$ cat config.mk
export PLATFORM = sky130hd
export DESIGN_NAME = om_dst_fetch
export DESIGN_NICKNAME = d
export VERILOG_FILES = /design/src/rtl/om_pkg.sv /design/src/rtl/om_dst_index_fifo.sv /design/src/rtl/om_dst_fetch.sv
export SDC_FILE = /design/constraint.sdc
export NUM_CORES = 1
export LEC_CHECK = 0
export CORE_AREA = 10 10 243 291
export DETAILED_ROUTE_END_ITERATION = 12
export DIE_AREA = 0 0 253 301
export HOLD_SLACK_MARGIN = 0.08
export SYNTH_ARGS = -nofsm -noshare
export SYNTH_HDL_FRONTEND = slang
export SYNTH_SLANG_ARGS = --single-unit
$ cat constraint.sdc
create_clock -name clk -period 13 [get_ports clk]
set_clock_uncertainty 0.15 [all_clocks]
set_input_delay 2.6 -clock clk [delete_from_list [all_inputs] [get_ports clk]]
set_output_delay 2.6 -clock clk [all_outputs]
set_load 0.01 [all_outputs]
$ cat src/rtl/om_pkg.sv
// Shared types and default widths for the output-merger destination fetch path.
//   om_color_t      : 32-bit packed colour word
//   om_dst_entry_t  : one in-flight fragment held in the destination-fetch queue
package om_pkg;

    localparam int OM_ADDR_WIDTH  = 32;
    localparam int OM_XY_WIDTH    = 12;
    localparam int OM_PITCH_WIDTH = 16;
    localparam int OM_TAG_WIDTH   = 8;
    localparam int OM_QUEUE_DEPTH = 4;

    typedef logic [31:0] om_color_t;

    typedef struct packed {
        logic [OM_XY_WIDTH-1:0]  pos_x;
        logic [OM_XY_WIDTH-1:0]  pos_y;
        om_color_t               src_color;
        om_color_t               dst_color;
        logic [OM_TAG_WIDTH-1:0] tag;
        logic                    done;     // dst_color final, entry may leave
    } om_dst_entry_t;

endpackage

$ cat src/rtl/om_dst_index_fifo.sv
// In-order FIFO of queue-entry indices whose destination reads have been issued.
// The head names the entry that the next memory response belongs to.
//   clk, reset : clock, synchronous active-low reset
//   push       : write push_idx (a request was accepted by memory)
//   push_idx   : queue index of the issued read
//   pop        : drop the head (its response arrived)
//   head_idx   : index at the head
//   empty      : no reads outstanding
module om_dst_index_fifo #(
    parameter int DEPTH = 4,
    parameter int IDX_W = $clog2(DEPTH)
) (
    input  logic             clk,
    input  logic             reset,
    input  logic             push,
    input  logic [IDX_W-1:0] push_idx,
    input  logic             pop,
    output logic [IDX_W-1:0] head_idx,
    output logic             empty
);

    logic [IDX_W-1:0] slots [DEPTH];
    logic [IDX_W-1:0] wr_ptr;
    logic [IDX_W-1:0] rd_ptr;
    logic [IDX_W:0]   count;

    assign head_idx = slots[rd_ptr];
    assign empty    = (count == '0);

    // NOTE: storage arrays are left unreset; only pointers and count carry reset,
    // so contents are never observed before being written.
    always_ff @(posedge clk) begin
        if (push) begin
            slots[wr_ptr] <= push_idx;
        end
    end

    always_ff @(posedge clk) begin
        if (!reset) begin
            wr_ptr <= '0;
            rd_ptr <= '0;
            count  <= '0;
        end else begin
            if (push) begin
                wr_ptr <= wr_ptr + IDX_W'(1);
            end
            if (pop) begin
                rd_ptr <= rd_ptr + IDX_W'(1);
            end
            case ({push, pop})
                2'b10:   count <= count + (IDX_W+1)'(1);
                2'b01:   count <= count - (IDX_W+1)'(1);
                default: count <= count;
            endcase
        end
    end

endmodule

$ cat src/rtl/om_dst_fetch.sv
// Destination-colour reader for the output-merger blend stage.
// Accepts fragments, reads the framebuffer pixel under each one (when asked to)
// and presents {src_color, dst_color} to the blender strictly in input order.
//   clk, reset                     : clock, synchronous active-low reset
//   cbuf_addr, cbuf_pitch          : framebuffer base byte address and row pitch
//   in_*                           : fragment input (valid/ready handshake)
//   mem_req_*                      : read request (valid/ready), 4-byte aligned address
//   mem_rsp_valid, mem_rsp_data    : in-order read data, no back-pressure
//   out_*                          : fragment plus fetched colour (valid/ready)
module om_dst_fetch
    import om_pkg::*;
#(
    parameter int ADDR_WIDTH  = OM_ADDR_WIDTH,
    parameter int XY_WIDTH    = OM_XY_WIDTH,
    parameter int PITCH_WIDTH = OM_PITCH_WIDTH,
    parameter int TAG_WIDTH   = OM_TAG_WIDTH,
    parameter int QUEUE_DEPTH = OM_QUEUE_DEPTH
) (
    input  logic                   clk,
    input  logic                   reset,
    input  logic [ADDR_WIDTH-1:0]  cbuf_addr,
    input  logic [PITCH_WIDTH-1:0] cbuf_pitch,
    input  logic                   in_valid,
    output logic                   in_ready,
    input  logic [XY_WIDTH-1:0]    in_pos_x,
    input  logic [XY_WIDTH-1:0]    in_pos_y,
    input  om_color_t              in_src_color,
    input  logic                   in_read_en,
    input  logic [TAG_WIDTH-1:0]   in_tag,
    output logic                   mem_req_valid,
    input  logic                   mem_req_ready,
    output logic [ADDR_WIDTH-1:0]  mem_req_addr,
    input  logic                   mem_rsp_valid,
    input  om_color_t              mem_rsp_data,
    output logic                   out_valid,
    input  logic                   out_ready,
    output logic [XY_WIDTH-1:0]    out_pos_x,
    output logic [XY_WIDTH-1:0]    out_pos_y,
    output om_color_t              out_src_color,
    output om_color_t              out_dst_color,
    output logic [TAG_WIDTH-1:0]   out_tag
);

    localparam int IDX_W = $clog2(QUEUE_DEPTH);
    localparam int CNT_W = IDX_W + 1;

    om_dst_entry_t         queue [QUEUE_DEPTH];
    logic [IDX_W-1:0]      wr_ptr;
    logic [IDX_W-1:0]      rd_ptr;
    logic [CNT_W-1:0]      count;

    logic                  req_valid;
    logic [ADDR_WIDTH-1:0] req_addr;
    logic [IDX_W-1:0]      req_idx;

    logic                  full;
    logic                  accept;
    logic                  pop;
    logic                  req_fire;
    logic                  rsp_hit;
    logic                  fifo_empty;
    logic [IDX_W-1:0]      fifo_head;
    logic [ADDR_WIDTH-1:0] addr_calc;
    om_dst_entry_t         head;
    om_dst_entry_t         new_entry;

    // A stalled request blocks new fragments: the request register has one slot.
    assign full     = (count == CNT_W'(QUEUE_DEPTH));
    assign in_ready = reset && !full && !(req_valid && !mem_req_ready);
    assign accept   = in_valid && in_ready;

    assign head      = queue[rd_ptr];
    assign out_valid = reset && (count != '0) && head.done;
    assign pop       = out_valid && out_ready;

    assign req_fire = req_valid && mem_req_ready;
    // Responses with nothing outstanding (stale reads from before a reset) are dropped.
    assign rsp_hit  = reset && mem_rsp_valid && !fifo_empty;

    assign mem_req_valid = req_valid;
    assign mem_req_addr  = req_addr;

    // Byte address of the pixel; all terms widened first so the sum wraps mod 2^ADDR_WIDTH.
    assign addr_calc = cbuf_addr
                     + ADDR_WIDTH'(in_pos_y) * ADDR_WIDTH'(cbuf_pitch)
                     + ADDR_WIDTH'({in_pos_x, 2'b00});

    // NOTE: every field gets a value before any branch so no latch can be inferred.
    always_comb begin
        new_entry           = '0;
        new_entry.pos_x     = in_pos_x;
        new_entry.pos_y     = in_pos_y;
        new_entry.src_color = in_src_color;
        new_entry.tag       = in_tag;
        new_entry.done      = !in_read_en;
    end

    // Accept writes the free slot at wr_ptr; a response targets a pending entry, which
    // is never the free slot nor a done head, so both writes may land in one cycle.
    always_ff @(posedge clk) begin
        if (accept) begin
            queue[wr_ptr] <= new_entry;
        end
        if (rsp_hit) begin
            queue[fifo_head].dst_color <= mem_rsp_data;
            queue[fifo_head].done      <= 1'b1;
        end
    end

    always_ff @(posedge clk) begin
        if (!reset) begin
            wr_ptr    <= '0;
            rd_ptr    <= '0;
            count     <= '0;
            req_valid <= 1'b0;
            req_addr  <= '0;
            req_idx   <= '0;
        end else begin
            if (accept) begin
                wr_ptr <= wr_ptr + IDX_W'(1);
            end
            if (pop) begin
                rd_ptr <= rd_ptr + IDX_W'(1);
            end
            case ({accept, pop})
                2'b10:   count <= count + CNT_W'(1);
                2'b01:   count <= count - CNT_W'(1);
                default: count <= count;
            endcase
            // in_ready guarantees the register is empty or firing when reloaded.
            if (accept && in_read_en) begin
                req_valid <= 1'b1;
                req_addr  <= addr_calc;
                req_idx   <= wr_ptr;
            end else if (req_fire) begin
                req_valid <= 1'b0;
            end
        end
    end

    om_dst_index_fifo #(
        .DEPTH (QUEUE_DEPTH),
        .IDX_W (IDX_W)
    ) u_index_fifo (
        .clk      (clk),
        .reset    (reset),
        .push     (req_fire),
        .push_idx (req_idx),
        .pop      (rsp_hit),
        .head_idx (fifo_head),
        .empty    (fifo_empty)
    );

    // Data outputs read as zero whenever nothing is being presented.
    assign out_pos_x     = out_valid ? head.pos_x     : '0;
    assign out_pos_y     = out_valid ? head.pos_y     : '0;
    assign out_src_color = out_valid ? head.src_color : '0;
    assign out_dst_color = out_valid ? head.dst_color : '0;
    assign out_tag       = out_valid ? head.tag       : '0;

endmodule

==> out/qor.txt <==
pins over their slew limit = 0
Worst setup endpoint = mem_req_addr[31]$_SDFFE_PN0P_
synthesized cell area = 25700 µm²
Power Dens Cells = 208 nW/µm²
EDFF count, synth = 392
pin count of the biggest net entering global routing = 61
Total GRT Usage = 17.3%
Crit Path Max Fanout = 20
R2R Setup Slk = 9.60 ns
Clk pwr share = 21.0%
total wire length = 66200 µm
Primary FF master, synth = edfxtp_1
top cells by area, synth = edfxtp_1 (46%), fa_1 (14%), mux4_2 (8.7%)
Worst Hold Class = flip-flop to flip-flop
Hold Startpoint = mem_req_addr[0]$_SDFFE_PN0P_
first-pass GRT wire length = 100000 µm
Tot Pwr = 6.41 mW
layout cells sized above 1 = 9.89%
global route total overflow = 0
crit path from = in_pos_y[0]
switching power share of the total = 40.8%
Pre-antenna DRT Iters = 5
clk root buf = clkbuf_16
DIE AREA = 76200 µm²
Setup CP Type = input port to flip-flop
Mapped Cells = 1894
syn_area_per_cell = 13.6 µm²
Chip Width = 253 µm
DR DRC count = 0
Internal Pwr Total = 3.80 mW
synthesized net count = 2325
minimum clock period = 8.53 ns
Die Height = 301 µm
clock latency on the worst-skew pair = 0.55 ns
Num CTS Buffers = 46
vias in the first global route = 16600
crit end category = flip-flop
Final ANT Viol Nets = 0
outcome = completed
max frequency = 117 MHz
initial antenna violation count = 7
required time of the worst setup path = 13.25 ns
clk slew on worst S/H paths = 0.06 ns
drt initial violations = 817
R2R depth = 11
via/cell ratio = 5.12
Row Count = 102
Flop pwr share = 25.7%
Area Growth Syn to Fin = 20.0%
Via Count = 15400
critical path startpoint category = input port
IR drop worst, VDD = 0.000323 V
Comb pwr share = 53.3%
Port Buf Inserts = 281
Warnings, synthesis = 0
clock sink count = 449
Synth Register Bits = 449
worst slew pin tran = 0.966 ns
CP arrival = 8.78 ns
Core ar. = 64600 µm²
starting density of the core = 39.8%
Netlist cell types = 63
RSZ-0062 raised after global routing = false
worst r2r dst = count[2]$_SDFFE_PN0P_
Setup Total Neg Slack = 0 ns
share of Yosys cell area claimed by the top area cell type = 45.8%
I/O pin cnt = 282
buffer depth of the longest clock path = 3
post-synth top area cell = edfxtp_1
headroom to the max-slew limit = 35.6%
postcts setup bufs = 0
post-cts sizing count = 0
Fin. Hold Viols = 0
Final #Nets = 2567
htree depth = 2
final setup fails = 0
CTS tree = done
RD Place Congestion = 0.872
MaxCap Viol Count = 0
ys async rst share = 0%
Psw = 2.62 mW
Leak = 11.7 nW
wire length per cell = 22.0 µm
post-synthesis sequential area ratio = 50.3%
Post-CTS Hold Buffers = 0
post-DP HPWL = 47200 µm
crit share post-route = 65.6%
[worst min-delay path by stage]
stage	endpoint	slack [ns]	cells past startpoint
2_1_floorplan	queue[2][0]$_DFF_P_	0.28	1
3_3_place_gp	queue[2][0]$_DFF_P_	0.29	1
3_5_place_dp	mem_req_addr[0]$_SDFFE_PN0P_	0.30	2
4_1_cts	mem_req_addr[0]$_SDFFE_PN0P_	0.31	2
5_1_grt	mem_req_addr[3]$_SDFFE_PN0P_	0.32	2
6_report	mem_req_addr[0]$_SDFFE_PN0P_	0.31	2
[kinds of logic after synthesis]
logic type	after synthesis	synth area share, %
compound gates	140	3.74
fa+ha+maj	280	18.9
mux	101	8.76
simple gates	578	12.3
xor+xnor	34	1.16
buf+inv	312	4.81
flops	449	50.3
[layout make-up]
| class | count | area (µm²) |
|---|---|---|
| diodes | 2 | 5.00 |
| clock buffers | 57 | 1300 |
| clock inverters | 28 | 267 |
| fillers | 5688 | 33800 |
| inverters | 211 | 797 |
| multi-input cells | 1133 | 11600 |
| flip-flops and latches | 449 | 12900 |
| well taps | 832 | 1040 |
| repair buffers | 295 | 2910 |
[cell usage after synthesis (all sizes together), types with 3 or more instances]
library cell,n
edfxtp,392
and2,212
inv,211
fa,180
nand2,153
ha,100
nor2b,100
mux4,99
clkbuf,71
dfxtp,57
and3,45
o21ai,38
buf,30
a21oi,29
nand3,25
xnor2,22
nor2,18
a21boi,17
a21o,12
xor2,12
a31oi,8
nand4,7
a211o,6
nand2b,5
a211oi,4
nor3,4
o31ai,4
a41oi,3
o311ai,3
or2,3
[placed cells by master (no fill, tap or decap), drive strengths merged, types with 22 or more instances in the layout]
master         Yosys  layout
nor2b            100     100
and2             212     212
clkbuf            71      57
and3              45      45
edfxtp           392     392
nand3             25      25
dfxtp             57      57
clkinv             0      25
mux4              99      99
nand2            153     153
o21ai             38      38
inv              211     208
a21oi             29      29
fa               180     180
ha               100     100
xnor2             22      22
clkdlybuf4s50      0     280
[state kept, by name, indices dropped and copies added (netlist names), 3 cells and up, named ones only]
| signal | count |
|---|---|
| count | 3 |
| mem_req_addr | 32 |
| queue | 388 |
| u_index_fifo.count | 3 |
| u_index_fifo.slots | 8 |
[critical path, stage by stage]
cell             delay, ns
clkdlybuf4s50_1       0.79
and2_1                0.38
fa_1                  0.53
inv_1                 0.05
fa_1                  0.51
inv_1                 0.07
fa_1                  0.50
inv_1                 0.05
fa_1                  0.53
inv_1                 0.05
fa_1                  0.49
fa_1                  0.45
ha_1                  0.37
a21o_1                0.22
nor2_1                0.15
a21oi_1               0.14
a31o_2                0.26
a311oi_1              0.30
xor2_1                0.23
o21ai_0               0.10
[per-stage QoR]
stage / hold slack (ns) / cells / utilization (%) / setup slack, ns / area (µm²)
after floorplan: 0.280 / 1894 / - / 5.21 / 25700
after global placement: 0.290 / 2920 / 45.3 / 3.89 / 29200
after detailed placement: 0.301 / 2920 / 45.3 / 3.81 / 29200
after CTS: 0.309 / 3005 / 47.7 / 4.42 / 30800
after global routing: 0.324 / 3005 / 47.7 / 4.17 / 30800
final: 0.305 / 3007 / 47.7 / 4.47 / 30800
[power groups by stage]
| stage | Clock, mW | Combinational [mW] | Sequential (mW) |
|---|---|---|---|
| 5_1_grt | 1.44 | 3.83 | 1.65 |
| 6_report | 1.35 | 3.42 | 1.65 |
| 3_5_place_dp | 0 | 3.49 | 1.68 |
| 4_1_cts | 1.38 | 3.51 | 1.65 |
| 2_1_floorplan | 0 | 2.45 | 1.68 |
| 3_3_place_gp | 0 | 3.47 | 1.68 |
[layer usage]
metal / GRT usage, % / up-vias / part of all wire [%]
li1: - / 7003 / -
met5: 0 / - / 0.098
met2: 31.7 / 357 / 53
met3: 3.21 / 102 / 5.2
met1: 19.9 / 7918 / 39
met4: 5.44 / 12 / 2.8
Power figures use the tool's default switching activity.
